$ cat src/rtl/wb_mem_readback_pkg.sv
// Shared types and Wishbone constants for the memory readback master.
package wb_readback_pkg;

   typedef enum logic [1:0] {
      IDLE = 2'd0,
      REQ  = 2'd1,
      PUSH = 2'd2,
      DONE = 2'd3
   } state_e;

   localparam logic [2:0] WB_CTI_CLASSIC = 3'b000;
   localparam logic [1:0] WB_BTE_LINEAR  = 2'b00;
   localparam logic [3:0] SEL_ALL        = 4'hf;

endpackage

$ cat src/rtl/wb_mem_readback_if.sv
// Wishbone B3 classic bus bundle; master drives the request, slave the response.
interface wb_mem_readback_if #(
   parameter int AW = 32
) ();

   logic [AW-1:0] adr;
   logic          cyc;
   logic          stb;
   logic          we;
   logic [3:0]    sel;
   logic [2:0]    cti;
   logic [1:0]    bte;
   logic [31:0]   dat;
   logic          ack;
   logic          err;

   modport master (output adr, cyc, stb, we, sel, cti, bte, input dat, ack, err);
   modport slave  (input adr, cyc, stb, we, sel, cti, bte, output dat, ack, err);

endinterface

$ cat src/rtl/wb_mem_readback.sv
// Wishbone classic read master: reads num_words words from base, streams each
// word out on a valid/ready port and accumulates an additive checksum.
module wb_mem_readback
   import wb_readback_pkg::*;
#(
   parameter int AW      = 32,
   parameter int CNTW    = 16,
   parameter int TIMEOUT = 255
) (
   input  logic            wb_clk_i,
   input  logic            wb_rst_n_i,
   input  logic            start_i,
   input  logic [AW-1:0]   base_adr_i,
   input  logic [CNTW-1:0] num_words_i,
   output logic            busy_o,
   output logic            done_o,
   output logic            err_o,
   output logic [31:0]     checksum_o,
   output logic [31:0]     rd_data_o,
   output logic [AW-1:0]   rd_adr_o,
   output logic            rd_valid_o,
   input  logic            rd_ready_i,
   wb_mem_readback_if.master wbm
);

   localparam int TW = (TIMEOUT < 2) ? 1 : $clog2(TIMEOUT + 1);

   state_e          state_q, state_d;
   logic [AW-1:0]   adr_q, adr_d;
   logic [CNTW-1:0] rem_q, rem_d;
   logic [31:0]     sum_q, sum_d;
   logic [31:0]     data_q, data_d;
   logic [AW-1:0]   radr_q, radr_d;
   logic [TW-1:0]   tmr_q, tmr_d;
   logic            busy_q, busy_d;
   logic            done_q, done_d;
   logic            err_q, err_d;

   logic start_ok, timed_out, in_req;
   logic unused_base_lsb;

   assign unused_base_lsb = ^base_adr_i[1:0];
   assign start_ok  = (state_q == IDLE) && start_i;
   assign in_req    = (state_q == REQ);
   assign timed_out = (TIMEOUT != 0) && (tmr_q == TW'(TIMEOUT));

   // State register; reset drops the bus cycle immediately via the state decode
   always_ff @(posedge wb_clk_i or negedge wb_rst_n_i) begin
      if (!wb_rst_n_i) state_q <= IDLE;
      else             state_q <= state_d;
   end

   // Next-state: err beats ack, and a word that arrives on the timeout cycle is kept
   always_comb begin
      state_d = state_q;
      case (state_q)
         IDLE: if (start_i) state_d = (num_words_i == '0) ? DONE : REQ;
         REQ: begin
            if (wbm.err)        state_d = DONE;
            else if (wbm.ack)   state_d = PUSH;
            else if (timed_out) state_d = DONE;
         end
         PUSH: if (rd_ready_i) state_d = (rem_q != '0) ? REQ : DONE;
         DONE: state_d = IDLE;
         default: state_d = IDLE;
      endcase
   end

   // Bus and stream strobes decoded from state
   always_comb begin
      wbm.cyc    = in_req;
      wbm.stb    = in_req;
      rd_valid_o = (state_q == PUSH);
   end

   // Datapath next-state: address/count latch, capture on ack, checksum, wait timer
   always_comb begin
      adr_d  = adr_q;
      rem_d  = rem_q;
      sum_d  = sum_q;
      data_d = data_q;
      radr_d = radr_q;
      busy_d = busy_q;
      err_d  = err_q;
      done_d = (state_q == DONE);
      tmr_d  = in_req ? tmr_q + TW'(1) : '0;
      if (start_ok) begin
         adr_d  = {base_adr_i[AW-1:2], 2'b00};
         rem_d  = num_words_i;
         sum_d  = '0;
         err_d  = 1'b0;
         busy_d = 1'b1;
      end
      if (in_req) begin
         if (wbm.err) begin
            err_d = 1'b1;
         end else if (wbm.ack) begin
            data_d = wbm.dat;
            radr_d = adr_q;
            sum_d  = sum_q + wbm.dat;
            rem_d  = rem_q - CNTW'(1);
            adr_d  = adr_q + AW'(4);
         end else if (timed_out) begin
            err_d = 1'b1;
         end
      end
      // busy falls together with the registered done pulse
      if (state_q == DONE) busy_d = 1'b0;
   end

   // Datapath registers
   always_ff @(posedge wb_clk_i or negedge wb_rst_n_i) begin
      if (!wb_rst_n_i) begin
         adr_q  <= '0;
         rem_q  <= '0;
         sum_q  <= '0;
         data_q <= '0;
         radr_q <= '0;
         tmr_q  <= '0;
         busy_q <= 1'b0;
         done_q <= 1'b0;
         err_q  <= 1'b0;
      end else begin
         adr_q  <= adr_d;
         rem_q  <= rem_d;
         sum_q  <= sum_d;
         data_q <= data_d;
         radr_q <= radr_d;
         tmr_q  <= tmr_d;
         busy_q <= busy_d;
         done_q <= done_d;
         err_q  <= err_d;
      end
   end

   assign wbm.adr    = adr_q;
   assign wbm.we     = 1'b0;
   assign wbm.sel    = SEL_ALL;
   assign wbm.cti    = WB_CTI_CLASSIC;
   assign wbm.bte    = WB_BTE_LINEAR;
   assign busy_o     = busy_q;
   assign done_o     = done_q;
   assign err_o      = err_q;
   assign checksum_o = sum_q;
   assign rd_data_o  = data_q;
   assign rd_adr_o   = radr_q;

endmodule

$ cat src/flat_wrapper.sv
// flat-port wrapper written by rule: the top's interface ports become plain ports
module wb_mem_readback_flat import wb_readback_pkg::*;
#(
   parameter int AW      = 32,
   parameter int CNTW    = 16,
   parameter int TIMEOUT = 255
)
  (wb_clk_i, wb_rst_n_i, start_i, base_adr_i, num_words_i, busy_o, done_o, err_o, checksum_o, rd_data_o, rd_adr_o, rd_valid_o, rd_ready_i, wbm_adr, wbm_cyc, wbm_stb, wbm_we, wbm_sel, wbm_cti, wbm_bte, wbm_dat, wbm_ack, wbm_err);
  wb_mem_readback_if #(.AW(AW)) wbm_i ();
  input  logic wb_clk_i;
  input  logic wb_rst_n_i;
  input  logic start_i;
  input  logic [AW-1:0] base_adr_i;
  input  logic [CNTW-1:0] num_words_i;
  output logic busy_o;
  output logic done_o;
  output logic err_o;
  output logic [31:0] checksum_o;
  output logic [31:0] rd_data_o;
  output logic [AW-1:0] rd_adr_o;
  output logic rd_valid_o;
  input  logic rd_ready_i;
  output wire logic [$bits(wbm_i.adr)-1:0] wbm_adr;
  output wire logic [$bits(wbm_i.cyc)-1:0] wbm_cyc;
  output wire logic [$bits(wbm_i.stb)-1:0] wbm_stb;
  output wire logic [$bits(wbm_i.we)-1:0] wbm_we;
  output wire logic [$bits(wbm_i.sel)-1:0] wbm_sel;
  output wire logic [$bits(wbm_i.cti)-1:0] wbm_cti;
  output wire logic [$bits(wbm_i.bte)-1:0] wbm_bte;
  input wire logic [$bits(wbm_i.dat)-1:0] wbm_dat;
  input wire logic [$bits(wbm_i.ack)-1:0] wbm_ack;
  input wire logic [$bits(wbm_i.err)-1:0] wbm_err;
  assign wbm_adr = wbm_i.adr;
  assign wbm_cyc = wbm_i.cyc;
  assign wbm_stb = wbm_i.stb;
  assign wbm_we = wbm_i.we;
  assign wbm_sel = wbm_i.sel;
  assign wbm_cti = wbm_i.cti;
  assign wbm_bte = wbm_i.bte;
  assign wbm_i.dat = wbm_dat;
  assign wbm_i.ack = wbm_ack;
  assign wbm_i.err = wbm_err;
  wb_mem_readback #(.AW(AW), .CNTW(CNTW), .TIMEOUT(TIMEOUT)) u_core (.wb_clk_i(wb_clk_i), .wb_rst_n_i(wb_rst_n_i), .start_i(start_i), .base_adr_i(base_adr_i), .num_words_i(num_words_i), .busy_o(busy_o), .done_o(done_o), .err_o(err_o), .checksum_o(checksum_o), .rd_data_o(rd_data_o), .rd_adr_o(rd_adr_o), .rd_valid_o(rd_valid_o), .rd_ready_i(rd_ready_i), .wbm(wbm_i));
endmodule
$ cat config.mk
export PLATFORM = sky130hd
export DESIGN_NAME = wb_mem_readback_flat
export DESIGN_NICKNAME = d
export VERILOG_FILES = /design/src/rtl/wb_mem_readback_pkg.sv /design/src/rtl/wb_mem_readback_if.sv /design/src/rtl/wb_mem_readback.sv /design/src/flat_wrapper.sv
export SDC_FILE = /design/constraint.sdc
export NUM_CORES = 1
export LEC_CHECK = 0
export ABC_AREA = 1
export BUFFER_PORTS_ARGS = -buffer_cell sky130_fd_sc_hd__buf_2
export CAP_MARGIN = 15
export CORE_MARGIN = 2
export CORE_UTILIZATION = 55
export CTS_CLUSTER_DIAMETER = 30
export CTS_CLUSTER_SIZE = 14
export DETAILED_ROUTE_END_ITERATION = 8
export PLACE_DENSITY = 0.81
export SYNTH_ARGS = -nofsm -noshare
export SYNTH_HDL_FRONTEND = slang
export SYNTH_SLANG_ARGS = --single-unit
$ cat constraint.sdc
create_clock -name wb_clk_i -period 2.6 [get_ports wb_clk_i]
set_input_delay 0.52 -clock wb_clk_i [delete_from_list [all_inputs] [get_ports wb_clk_i]]
set_output_delay 0.52 -clock wb_clk_i [all_outputs]
set_load 0.01 [all_outputs]
==> results.md <==
* Outcome: finished, final reports clean
* Routed len/inst at 14.14 µm
* PwrDens at between 1000 and 1500 mW/mm²
* Post-CTS setup buffer count at 0
* CP arrival at 2620 ps
* Drt first pass iters at 6
* Vias/cell at approximately 5.2
* Hold Vio Cnt, Final at 0
* Skew-Pair Late Insertion Delay at ~430 ps
* Number of global-route vias before repair at 9201
* GP Congestion at 0.9179
* Data required, critical path at 2910 ps
* YS warnings at 0
* Post-DRT Antenna Nets at 0
* H-Tree Depth at 4
* Number of diodes at 0
* Hpwl dp at approximately 19000 µm
* Dpl ws at 65.55 ps
* Area grow syn2layout at 18.61%
* CTS Sinks at 157
* Critical Path End Type: flip-flop
* Ys flop type: dfrtp_1
* Port bufs at 217
* Core Region at between 0.015 and 0.02 mm²
* First-pass GRT wire length at between 40000 and 50000 µm
* Vias at just under 10k
* Seq/Total Area, Yosys at 0.4006
* FF-to-FF Start: u_core.checksum_o[0]$_DFF_PN0_
* Detailed Route Iter0 Violations at between 700 and 800
* Flops & latches, synth at 157
* RSZ-0062 raised after global routing: no
* Worst setup path endpoint: u_core.checksum_o[20]$_DFF_PN0_
* Asr flop ratio synth at 1.000
* Final wirelength at 26450 µm
* Leakage at 6.595 nW
* Relative slew slack at 0.4805
* CP startpoint: u_core.checksum_o[0]$_DFF_PN0_
* Worst-path clk slew at 60 ps
* Die area at 0.01891 mm²
* Max Slew Vio Count at 0
* Final worst setup slack at 298.3 ps
* Gr usage total at 0.2838
* Ports at 230
* WS Path Type: reg2reg
* R2R setup slack at 300 ps
* Commonest cells after routing, fill and taps aside: nand2_1, buf_2, inv_1
* Period utilization at 0.8853
* Crit path max fanout at 3
* Mapped Area at 0.009807 mm²
* Clock Skew at approximately 9.8 ps
* Max-cap viol count at 0
* Hold-fix buffer count after cts at 0
* Initial Utilization at 0.5650
* Root Buffer: clkbuf_16
* Post-synth EDFFs at 0
* Fin crit period at approximately 2300 ps
* Grt ovf at 0
* Die X at 137.5 µm
* CTS tree: done
* Commonest non-fill, non-tap cell in the layout: nand2_1
* Max Root-Sink Buffers at 2
* Reg2Reg Depth at 11
* Type of origin of the critical path: flip-flop
* Num CTS Buffers at 17
* Residual DRC count at 0
* Measured slew at the worst slew-check pin at between 700 and 800 ps
* Die span in y at approximately 140 µm
* Setup_tns at 0 ps
* Avg Cell Area, Syn at 6.844 µm²
* Initial antenna violation count at 0
* Hold crit path type: in2async
* Post-cts sizing count at 0
* Max Clk Rate at ~430 MHz
* R2r endpoint: u_core.checksum_o[20]$_DFF_PN0_
* Peak supply drop at 0.6356 mV
* Final setup fails at 0
* Site row count at between 40 and 50
* Cells after synthesis at 1433
* Largest net degree at the start of global routing at 119
* Layout cell share with drive strength beyond 1 at 0.1750
* Nets@finish at 1755
* Post-synth cell types at 46
-- cell type report --
type	count	area, µm²
Fill cell	1539	5724
Multi-Input combinational cell	1037	4900
Sequential cell	157	3929
Timing Repair Buffer	229	1245
Inverter	192	724.4
Clock buffer	22	464.2
Tap cell	225	281.5
Clock inverter	9	88.84
-- layer usage --
metal,routed length [µm],vias up,GRT usage
met3,1710,57,0.05629
met2,12990,356,0.4867
met1,11120,4484,0.3522
li1,-,4908,-
met5,0,-,0
met4,632,0,0.1105
-- sequential cells by signal, summed over array words and instances, names as in the netlist --
signal and cells:
u_core.rd_adr_o 32, u_core.state_q 2, u_core.tmr_q 8, u_core.err_o 1
u_core.rem_q 16, u_core.checksum_o 32, u_core.rd_data_o 32, u_core.wbm.adr 32
u_core.done_o 1, u_core.busy_o 1
-- how the worst min path moves through the flow --
stage	end	slack (ps)	cells after the start
2_1_floorplan	u_core.busy_o$_DFFE_PN0P_	220	0
5_1_grt	u_core.rd_data_o[12]$_DFFE_PN0P_	70	1
4_1_cts	u_core.rd_data_o[0]$_DFFE_PN0P_	40	1
3_3_place_gp	u_core.tmr_q[0]$_DFF_PN0_	450	1
6_report	u_core.rd_data_o[0]$_DFFE_PN0P_	40	1
3_5_place_dp	u_core.tmr_q[0]$_DFF_PN0_	450	1
-- per-stage QoR --
stage | hold WS, ps | power, mW | cells | utilization | cell area, µm²
6_report | 35.75 | 13.66 | 1871 | 0.6702 | 11630
5_1_grt | 66.36 | 14.82 | 1871 | 0.6702 | 11630
4_1_cts | 43.93 | 13.65 | 1871 | 0.6702 | 11630
3_5_place_dp | 452.4 | 11.19 | 1840 | 0.6383 | 11080
3_3_place_gp | 446.0 | 10.95 | 1840 | 0.6383 | 11080
2_1_floorplan | 224.4 | 8.889 | 1441 | - | 9837
-- critical path, stage by stage (launching register included) --
cell and delay, ps:
dfrtp_1 400, ha_1 240, fa_1 410, nand3_1 100
nand3_1 160, nand3_1 110, nand3_1 170, nand2_1 110
nand2_1 80, or2_2 270, nand3_1 70, nand2_1 60
-- synthesized netlist by cell type, types with 16 or more instances --
cell type / count / area [µm²]
o21ai_0: 88 / 440.4
ha_1: 34 / 425.4
nand2_1: 494 / 1854
dfrtp_1: 157 / 3929
nor2_1: 152 / 570.6
nor3_1: 16 / 80.08
inv_1: 188 / 705.7
a21oi_1: 54 / 270.3
nand3_1: 85 / 425.4
buf_2: 27 / 135.1
-- cells by family after synthesis --
| kind of cell | count (synthesis) | synth area share |
|---|---|---|
| xor+xnor | 13 | 0.01161 |
| simple gates | 796 | 0.3354 |
| fa+ha+maj | 35 | 0.04542 |
| other cells | 2 | 0.0007658 |
| buf+inv | 247 | 0.1039 |
| compound gates | 183 | 0.1023 |
| flops | 157 | 0.4006 |
-- report_power, final --
group,internal (mW),total [mW],switching [mW]
logic,2.49,6.78,4.29
clock network,1.36,2.40,1.04
registers,3.56,4.49,0.926
total,7.41,13.7,6.25
Note: power is estimated with default switching activity, not from simulation.
